$ cat src/rtl/lstm_pkg.sv
// Shared constants and types for the LSTM multiplier-array datapath.
// The scheduler and its tag pipeline both take their defaults from here.
package lstm_pkg;

  localparam int LANES    = 16;
  localparam int RD_LAT   = 1;
  localparam int MULT_LAT = 3;
  localparam int ADDR_W   = 10;
  localparam int LEN_W    = 8;

  typedef enum logic [1:0] {IDLE, ISSUE, DRAIN, FIN} sched_state_t;

  typedef struct packed {
    logic valid;
    logic first;
    logic last;
  } beat_tag_t;

endpackage

$ cat src/rtl/sched_tag_pipe.sv
// Delay line of beat tags that tracks operand-read plus multiplier latency,
// so each tag leaves exactly when its product leaves the multiplier array.
module sched_tag_pipe
  import lstm_pkg::*;
#(
  parameter int DEPTH = RD_LAT + MULT_LAT
) (
  input  logic      clk,
  input  logic      rst,
  input  beat_tag_t in_tag,
  output beat_tag_t out_tag,
  output logic      busy
);

  beat_tag_t [DEPTH-1:0] stage_q;

  always_ff @(posedge clk) begin
    if (rst) stage_q <= '0;
    else     stage_q <= {stage_q[DEPTH-2:0], in_tag};
  end

  // busy ignores the output stage: a beat sitting there is already visible,
  // which lets the scheduler reach FIN the cycle after the final product.
  always_comb begin
    busy = 1'b0;
    for (int i = 0; i < DEPTH - 1; i++) busy = busy | stage_q[i].valid;
    out_tag.valid = stage_q[DEPTH-1].valid;
    out_tag.first = stage_q[DEPTH-1].valid & stage_q[DEPTH-1].first;
    out_tag.last  = stage_q[DEPTH-1].valid & stage_q[DEPTH-1].last;
  end

endmodule

$ cat src/rtl/mult_array_sched.sv
// Operand-read scheduler for the multiplier array: walks rows x chunks,
// issues buffer reads and tags each product beat for the adder tree.
module mult_array_sched
  import lstm_pkg::*;
#(
  parameter int RD_LAT   = lstm_pkg::RD_LAT,
  parameter int MULT_LAT = lstm_pkg::MULT_LAT,
  parameter int ADDR_W   = lstm_pkg::ADDR_W,
  parameter int LEN_W    = lstm_pkg::LEN_W
) (
  input  logic              clk,
  input  logic              rst,
  input  logic              start,
  output logic              ready,
  input  logic [LEN_W-1:0]  rows,
  input  logic [LEN_W-1:0]  vec_len,
  input  logic [ADDR_W-1:0] w_base,
  input  logic [ADDR_W-1:0] x_base,
  input  logic              hold,
  output logic              rd_en,
  output logic [ADDR_W-1:0] w_addr,
  output logic [ADDR_W-1:0] x_addr,
  output logic              prod_valid,
  output logic              prod_first,
  output logic              prod_last,
  output logic              done
);

  sched_state_t      state_q, state_d;
  logic [LEN_W-1:0]  rows_q, len_q, row_q, chunk_q;
  logic [ADDR_W-1:0] x_base_q, w_addr_q, x_addr_q;
  logic              row_end, pipe_busy;
  beat_tag_t         issue_tag, out_tag;

  assign row_end = (chunk_q == len_q - LEN_W'(1));
  assign w_addr  = w_addr_q;
  assign x_addr  = x_addr_q;

  always_comb begin
    state_d   = state_q;
    ready     = 1'b0;
    rd_en     = 1'b0;
    done      = 1'b0;
    issue_tag = '0;
    case (state_q)
      IDLE: begin
        ready = 1'b1;
        if (start) state_d = (rows == '0 || vec_len == '0) ? FIN : ISSUE;
      end
      ISSUE: begin
        rd_en           = !hold;
        issue_tag.valid = rd_en;
        issue_tag.first = rd_en && (chunk_q == '0);
        issue_tag.last  = rd_en && row_end;
        if (rd_en && row_end && row_q == rows_q - LEN_W'(1)) state_d = DRAIN;
      end
      DRAIN: begin
        if (!pipe_busy) state_d = FIN;
      end
      FIN: begin
        done    = 1'b1;
        state_d = IDLE;
      end
      default: state_d = IDLE;
    endcase
  end

  // The weight address simply counts up (row-major is contiguous); the x
  // address rewinds to x_base at the end of every row.
  always_ff @(posedge clk) begin
    if (rst) begin
      state_q  <= IDLE;
      rows_q   <= '0;
      len_q    <= '0;
      row_q    <= '0;
      chunk_q  <= '0;
      x_base_q <= '0;
      w_addr_q <= '0;
      x_addr_q <= '0;
    end else begin
      state_q <= state_d;
      if (state_q == IDLE && start) begin
        rows_q   <= rows;
        len_q    <= vec_len;
        x_base_q <= x_base;
        w_addr_q <= w_base;
        x_addr_q <= x_base;
        row_q    <= '0;
        chunk_q  <= '0;
      end else if (rd_en) begin
        w_addr_q <= w_addr_q + ADDR_W'(1);
        if (row_end) begin
          chunk_q  <= '0;
          row_q    <= row_q + LEN_W'(1);
          x_addr_q <= x_base_q;
        end else begin
          chunk_q  <= chunk_q + LEN_W'(1);
          x_addr_q <= x_addr_q + ADDR_W'(1);
        end
      end
    end
  end

  sched_tag_pipe #(
    .DEPTH(RD_LAT + MULT_LAT)
  ) u_tag_pipe (
    .clk    (clk),
    .rst    (rst),
    .in_tag (issue_tag),
    .out_tag(out_tag),
    .busy   (pipe_busy)
  );

  assign prod_valid = out_tag.valid;
  assign prod_first = out_tag.first;
  assign prod_last  = out_tag.last;

endmodule
$ cat config.mk
export PLATFORM = sky130hd
export DESIGN_NAME = mult_array_sched
export DESIGN_NICKNAME = d
export VERILOG_FILES = /design/src/rtl/lstm_pkg.sv /design/src/rtl/sched_tag_pipe.sv /design/src/rtl/mult_array_sched.sv
export SDC_FILE = /design/constraint.sdc
export NUM_CORES = 1
export LEC_CHECK = 0
export CORE_MARGIN = 2
export CORE_UTILIZATION = 53
export CTS_BUF_LIST = sky130_fd_sc_hd__clkbuf_16
export DETAILED_ROUTE_END_ITERATION = 7
export GPL_ROUTABILITY_DRIVEN = 1
export GPL_TIMING_DRIVEN = 0
export PLACE_DENSITY = 0.84
export SLEW_MARGIN = 25
export SYNTH_ARGS = -nofsm -noshare
export SYNTH_HDL_FRONTEND = slang
export SYNTH_SLANG_ARGS = --single-unit
export TNS_END_PERCENT = 5
$ cat constraint.sdc
create_clock -name clk -period 2.7 [get_ports clk]
set_input_delay 0.54 -clock clk [delete_from_list [all_inputs] [get_ports clk]]
set_output_delay 0.54 -clock clk [all_outputs]
set_load 0.1 [all_outputs]
==> flow_summary.toml, run 1 <==
[pwr]
p_int_uw = 2590
power_switching_uw = 2010
leakage_uw = 0.00184
swShare_pct = 43.7
comb_power_share_pct = 42.0
p_clk_share_pct = 25.8
power.density_nw_per_um2 = 916
p_seq_share_pct = 32.1
ir_drop_mv = 0.538

[worst_setup_path]
cp-start-kind = "register"
cp_top_family = "buffers and inverters"
reg2reg_slack_ns = 0.13
crit_fanout = 8
slowest_delay_ns = 1.20
slowest_stage = "clkdlybuf4s50_1"
criticalPathCategory = "register to output port"
r2r-start = "len_q[0]"
worstPathCellList = "clkdlybuf4s50_1"
crit_buf_inv = 1
crit_path_end_kind = "output port"
ff2ff_path_depth = 7
worstPathArrival_ns = 2.04
r2r-end = "row_q[6]"
critPathRequiredTime_ns = 2.16

[timing]
finalHoldViolations = 0
finClkSkew_ns = 0.00461
worst_pin_slew_ns = 1.02
worst_slack_ns = 0.117
relSlewSlack_pct = 32.0
rsz0062_at_grt = "false"
fmax_ghz = 0.387
min_period_over_period_pct = 95.7
setup_viol = 0
slew_viol_final = 0
fin_crit_ns = 2.58

[final_layout]
instances_no_fill = 663
final_util_pct = 69.5
final_nets = 610
diodes = 0
syn2layout_area_growth_pct = 27.4
drive_gt1_share_pct = 5.85

[min_path]
min_to = "u_tag_pipe.stage_q[6]"
hold_class = "register to register"
holdPathStages = 1
hold_path_startpoint = "u_tag_pipe.stage_q[3]"

[drt]
initialDrtViolationCount = 157
route.met3.wl_um = 531
vias_per_cell = 5.70
wirelength_um = 10500
post_drt_wl_per_cell_um = 15.9
highest_layer = "met4"
drt.antenna.violating_nets = 0
wl_met1_um = 4520
drc_errors = 0
drtPass1Iterations = 5
dr_wl_met2_um = 5180
vias = 3779

[yosys]
ys_async_sr_fraction_pct = 0
synthFlopType = "dfxtp_1"
syn_inst = 482
yosysMostFrequentCell = "nand2_1"
synth_cell_types = 56
synthesis.nets = 533
synth-edff-count = 0
syn_area_um2 = 3930
synth_area_leader_cell = "dfxtp_1"
synth_seq_cells = 76
yosysWarnings = 0
synth_top_area_share_pct = 38.7
ys_seq_area_share_pct = 38.7
synthTopCellsByArea = "dfxtp_1, nand2_1, xnor2_1, a21oi_1, ha_1"
yosys-top-cells-count = "nand2_1, dfxtp_1, a21oi_1"
syn_area_per_cell_um2 = 8.16

[grt]
grt_first_pass_wirelength_um = 17600
first_global_vias = 3739
gr-total-overflow = 0
grt_use_total_pct = 26.4
grt_max_degree = 14
antenna_found_initial = 0

[floorplanning]
coreArea_um2 = 7210
die_h_um = 90.2
io_pins = 66
row_count = 31
dieArea_um2 = 8130
start_util_pct = 54.5
die_w_um = 90.2

[cts]
cts_made_buffers = 9
root_buffer = "clkbuf_16"
cts.sinks = 76
clk_pin_slew_worst_paths_ns = 0.06
htree_levels = 3
clockBufferDepth = 2
cts_hold_buf = 0
cts_tree = "done"
worst_skew_pair.late_latency_ns = 0.34

[place]
preCtsSetupSlack_ns = -0.899
dp_hpwl_um = 7480
io_buffers = 64
dp.cells = 645
globalplace.congestion = 0.879

[flow_run]
max_cap_violations = 0

[status]
status = "finished, final reports clean"
-- routing by layer --
layer	track usage, %	up-vias
met5	0	-
met2	44.9	121
met4	12.8	0
li1	-	1841
met3	3.44	26
met1	33.0	1791
-- cells by family (layout without fill, tap and decap cells) --
group,Yosys count,in the layout,share of synthesized area (%)
and+or+nand+nor,200,200,25.0
AOI/OAI and AO/OA,101,101,17.0
DFF,76,76,38.7
buffers and inverters,46,128,4.80
xor gates and xnor gates,38,38,8.46
adders and majority gates,11,11,3.50
muxes,10,10,2.58
-- repair_timing --
item / 4_1_cts / 5_1_grt
resized for setup: 8 / 3
pin swaps: 0 / 1
setup buffers: 0 / 2
endpoints found under the setup margin: 2 / 2
-- stage by stage --
| stage | setup TNS [ns] | hold WS, ns | power [µW] | area (µm²) |
|---|---|---|---|---|
| final | 0 | 0.450 | 4590 | 5010 |
| after global routing | 0 | 0.464 | 4810 | 5010 |
| after CTS | 0 | 0.456 | 4580 | 4990 |
| after detailed placement | -1.60 | 0.425 | 3400 | 4700 |
| after global placement | -1.51 | 0.418 | 3340 | 4700 |
| after floorplan | 0 | 0.414 | 2910 | 3930 |
-- area by class of cell --
cell class,instances,area (µm²)
Sequential cell,76,1520
Tap cell,99,124
Clock inverter,7,67.6
Buffer,33,145
Fill cell,579,2200
Timing Repair Buffer,66,652
Clock buffer,9,225
Inverter,13,48.8
Multi-Input combinational cell,360,2230
-- cell usage in the layout (no fill, tap or decap), types with 7 or more instances in the layout --
cell and count:
a211oi_1 11, a21oi_1 43, and3_1 8, clkbuf_1 24, clkbuf_16 9, clkdlybuf4s50_1 62
dfxtp_1 76, ha_1 11, inv_1 13, mux2i_1 9, nand2_1 78, nand3_1 17
nand4_1 11, nor2_1 26, nor2b_1 10, nor3_1 12, o21ai_1 8, or3_1 7
xnor2_1 25, xor2_1 13
-- power by group through the flow --
| stage | Clock, µW | Combinational [µW] | Sequential (µW) |
|---|---|---|---|
| CTS | 1200 | 1920 | 1470 |
| detailed placement | 0 | 1910 | 1490 |
| floorplan | 0 | 915 | 1990 |
| global placement | 0 | 1860 | 1480 |
| global route | 1250 | 2060 | 1500 |
| finish | 1190 | 1930 | 1480 |
-- how the worst max path moves through the flow --
stage / startpoint / to / cells past startpoint
5_1_grt: len_q[0] / row_q[6] / 8
3_5_place_dp: hold / rd_en / 5
6_report: x_addr[0] / x_addr[0] / 1
2_1_floorplan: state_q[0] / len_q[2] / 8
4_1_cts: len_q[0] / row_q[3] / 7
3_3_place_gp: hold / rd_en / 5
-- state kept, by name, indices dropped and copies added, names as in the netlist --
signal              count
x_addr                 10
u_tag_pipe.stage_q     11
row_q                   8
len_q                   8
w_addr                 10
state_q                 2
rows_q                  8
u_tag_pipe.out_tag      1
chunk_q                 8
x_base_q               10
No activity file was read; power rests on OpenSTA's default activity.
==> run 2: changes to the inputs <==
- CAP_MARGIN: unset -> 30
- CORE_ASPECT_RATIO: unset -> 0.75
- SKIP_LAST_GASP: unset -> 1
==> flow_summary.toml, run 2 (synthesis results as in run 1) <==
[drt]
drtPass1Iterations = 5
vias_per_cell = 5.81
vias = 3844
drt.antenna.violating_nets = 0
initialDrtViolationCount = 250
drc_errors = 0
wirelength_um = 10500
post_drt_wl_per_cell_um = 15.9

[min_path]
hold_class = "register to register"
hold_path_startpoint = "u_tag_pipe.stage_q[6]"
min_to = "u_tag_pipe.stage_q[9]"
holdPathStages = 1

[cts]
cts.sinks = 76
cts_tree = "done"
clockBufferDepth = 2
cts_made_buffers = 9
htree_levels = 3
clk_pin_slew_worst_paths_ns = 0.06
worst_skew_pair.late_latency_ns = 0.34
root_buffer = "clkbuf_16"

[timing]
relSlewSlack_pct = 33.4
fin_crit_ns = 2.58
setup_viol = 0
rsz0062_at_grt = "true"
finalHoldViolations = 0
fin_tns_setup_ns = 0
fmax_ghz = 0.387
finClkSkew_ns = 0.00529
slew_viol_final = 0
min_period_over_period_pct = 95.7
worst_pin_slew_ns = 0.995

[worst_setup_path]
slowest_stage = "clkdlybuf4s50_1"
crit_path_end_kind = "output port"
r2r-start = "len_q[0]"
crit_buf_inv = 1
cp_top_family = "buffers and inverters"
cp-start-kind = "register"
reg2reg_slack_ns = 0.14
worstPathCellList = "clkdlybuf4s50_1"
slowest_delay_ns = 1.20
critPathRequiredTime_ns = 2.16
criticalPathCategory = "register to output port"
r2r-end = "row_q[6]"
crit_fanout = 8
ff2ff_path_depth = 8
worstPathArrival_ns = 2.04

[flow_run]
max_cap_violations = 0

[final_layout]
final_util_pct = 68.8
syn2layout_area_growth_pct = 26.9
multi_input_area_um2 = 2220
layout_common_cells = "nand2_1, dfxtp_1, clkdlybuf4s50_1"
largest-register = "u_tag_pipe.stage_q"
final_nets = 607
nFillCells = 580
ff_latch_area_um2 = 1520
final_common_cell = "nand2_1"
design_area_um2 = 4990
diodes = 0
drive_gt1_share_pct = 4.99
largest_reg_flops = 11

[pwr]
leakage_uw = 0.00181
power.density_nw_per_um2 = 923
ir_drop_mv = 0.694
power_uw = 4610

[place]
dp_hpwl_um = 7680
globalplace.congestion = 0.907
dpl-instance-area_um2 = 4700
io_buffers = 64

[grt]
first_global_vias = 3733
grt_use_total_pct = 27.9
grt_max_degree = 15
grt_first_pass_wirelength_um = 17700
antenna_found_initial = 0
gr-total-overflow = 0

[floorplanning]
coreArea_um2 = 7260
dieArea_um2 = 8130
io_pins = 66
die_h_um = 78.6
die_w_um = 103
row_count = 27
start_util_pct = 54.2

[status]
status = "finished, final reports clean"
==> run 2: repair_timing <==
action / 4_1_cts / 5_1_grt
hold endpoints to repair: 0 / 0
endpoints found under the setup margin: 2 / 2
buffers inserted: 0 / 0
hold buffers: 0 / 0
pin swaps: 0 / 0
resized for setup: 7 / 0
==> run 2: how the worst max path moves through the flow <==
stage | start | end | depth (start not counted)
after CTS | hold | rd_en | 5
after global routing | len_q[0] | row_q[6] | 10
final | x_addr[0] | x_addr[0] | 1
after detailed placement | hold | rd_en | 5
after floorplan | state_q[0] | len_q[2] | 8
after global placement | hold | rd_en | 5
==> run 2: area by class of cell <==
class | count | area share, %
Timing Repair Buffer | 64 | 12.8
Tap cell | 101 | 2.53
Multi-Input combinational cell | 360 | 44.5
Inverter | 13 | 0.977
Buffer | 32 | 2.73
Clock inverter | 7 | 1.50
Clock buffer | 9 | 4.51
Sequential cell | 76 | 30.5
==> run 2: routing by layer <==
| layer | track usage, % | up-vias | share of wire (%) |
|---|---|---|---|
| met1 | 35.1 | 1807 | 43 |
| met3 | 8.64 | 35 | 8.0 |
| met5 | 0 | - | 0 |
| met2 | 44.6 | 168 | 46 |
| met4 | 10.4 | 0 | 2.8 |
| li1 | - | 1834 | - |
==> run 2: through the flow <==
step           hold WS, ns  worst slack (ns)  instances
5_1_grt              0.463           -0.0283        662
6_report             0.442             0.115        662
3_3_place_gp         0.418            -0.855        647
2_1_floorplan        0.414             0.179        482
4_1_cts              0.450          -0.00951        663
3_5_place_dp         0.436            -0.847        647
==> run 2: where the power goes <==
part | leakage (µW) | switching, µW | internal (µW)
combinational | 0.00105 | 1340 | 581
clock | 0.000140 | 494 | 718
sequential | 0.000621 | 190 | 1290
==> run 3: changes to the inputs <==
- CORE_UTILIZATION: 53 -> 40
- PLACE_DENSITY: 0.84 -> 0.67
==> flow_summary.toml, run 3 (synthesis results as in run 1) <==
[min_path]
hold_path_startpoint = "u_tag_pipe.stage_q[6]"
hold_class = "register to register"
min_to = "u_tag_pipe.stage_q[9]"
holdPathStages = 1

[drt]
vias = 3724
drt.antenna.violating_nets = 0
drc_errors = 0
initialDrtViolationCount = 193
wirelength_um = 10500
drtPass1Iterations = 4
post_drt_wl_per_cell_um = 15.1
vias_per_cell = 5.37

[floorplanning]
die_h_um = 89.9
coreArea_um2 = 9620
row_count = 31
start_util_pct = 40.9
io_pins = 66
die_w_um = 119
dieArea_um2 = 10700

[worst_setup_path]
cp-start-kind = "register"
r2r-end = "row_q[6]"
criticalPathCategory = "register to output port"
slowest_delay_ns = 1.20
worstPathCellList = "clkdlybuf4s50_1"
reg2reg_slack_ns = 0.15
cp_top_family = "buffers and inverters"
slowest_stage = "clkdlybuf4s50_1"
worstPathArrival_ns = 2.04
ff2ff_path_depth = 8
critPathRequiredTime_ns = 2.16
crit_buf_inv = 1
r2r-start = "len_q[0]"
crit_fanout = 8
crit_path_end_kind = "output port"

[cts]
post-cts-setup-buffer-count = 0
clk_pin_slew_worst_paths_ns = 0.06
htree_levels = 3
root_buffer = "clkbuf_16"
clockBufferDepth = 2
cts_made_buffers = 9
cts_tree = "done"
cts_hold_buf = 0
worst_skew_pair.late_latency_ns = 0.35
cts.sinks = 76
cts_resized = 7

[place]
dp_hpwl_um = 7590
io_buffers = 64
globalplace.congestion = 0.840

[timing]
rsz0062_at_grt = "true"
relSlewSlack_pct = 33.3
setup_viol = 0
finClkSkew_ns = 0.0113
fmax_ghz = 0.388
slew_viol_final = 0
finalHoldViolations = 0
min_period_over_period_pct = 95.4
fin_tns_setup_ns = 0
fin_crit_ns = 2.58
worst_pin_slew_ns = 0.997

[grt]
grt.met1_usage_pct = 27.8
globalRouteMet3Util_pct = 5.71
gr-total-overflow = 0
grt_use_total_pct = 20.2
antenna_found_initial = 0
busiest_layer = "met2"
grt_max_degree = 14
met2_usage_pct = 29.6
grt_first_pass_wirelength_um = 17400
first_global_vias = 3516

[final_layout]
final_common_cell = "nand2_1"
syn2layout_area_growth_pct = 28.3
final_util_pct = 52.5
final_nets = 607
diodes = 0
largest-register = "u_tag_pipe.stage_q"
nFillCells = 928
layout_common_cells = "nand2_1, dfxtp_1, clkdlybuf4s50_1"
largest_reg_flops = 11
drive_gt1_share_pct = 4.99

[pwr]
ir_drop_mv = 0.628
power.density_nw_per_um2 = 927
leakage_uw = 0.00183
power_uw = 4680

[status]
status = "finished, final reports clean"

[flow_run]
max_cap_violations = 0
[run 3: cell count changes in the layout (fill, tap and decap cells not counted), sizes merged]
cell,before,now
bufinv,1,2
clkinv,3,2
clkinvlp,2,1
inv,14,15
[run 3: worst max path at each step]
stage	end	start	cells after the start	slack, ns
final	x_addr[2]	x_addr[2]	1	0.12
after global routing	x_base_q[9]	state_q[0]	8	-0.06
after CTS	rd_en	hold	5	-0.04
after detailed placement	rd_en	hold	5	-0.87
after global placement	rd_en	hold	5	-0.87
after floorplan	len_q[2]	state_q[0]	8	0.18
[run 3: metrics by stage]
stage / cell area [µm²] / instances / hold WS (ns) / setup slack, ns
floorplan: 3930 / 482 / 0.414 / 0.179
global placement: 4740 / 678 / 0.419 / -0.870
detailed placement: 4740 / 678 / 0.423 / -0.867
CTS: 5050 / 694 / 0.436 / -0.0426
global route: 5050 / 693 / 0.461 / -0.0556
finish: 5050 / 693 / 0.433 / 0.124
[run 3: layer usage]
metal	wire, µm	up-vias	share of wire, %
li1	-	1838	-
met1	4990	1741	48
met2	4430	125	42
met3	773	20	7.4
met4	292	0	2.8
met5	0	-	0
[run 3: area by class of cell]
cell class                      count  area (µm²)  share of cell area [%]
Timing Repair Buffer               64         637                    12.6
Clock inverter                      7        90.1                    1.78
Tap cell                          132         165                    3.27
Multi-Input combinational cell    360        2220                    44.1
Clock buffer                        9         225                    4.46
Sequential cell                    76        1520                    30.1
Inverter                           13        48.8                   0.967
Buffer                             32         136                    2.70
[run 3: power breakdown]
group / switching [µW] / total, µW / internal [µW]
Clock: 480 / 1290 / 805
Sequential: 182 / 1470 / 1290
Combinational: 1340 / 1920 / 580
Total: 2010 / 4680 / 2670
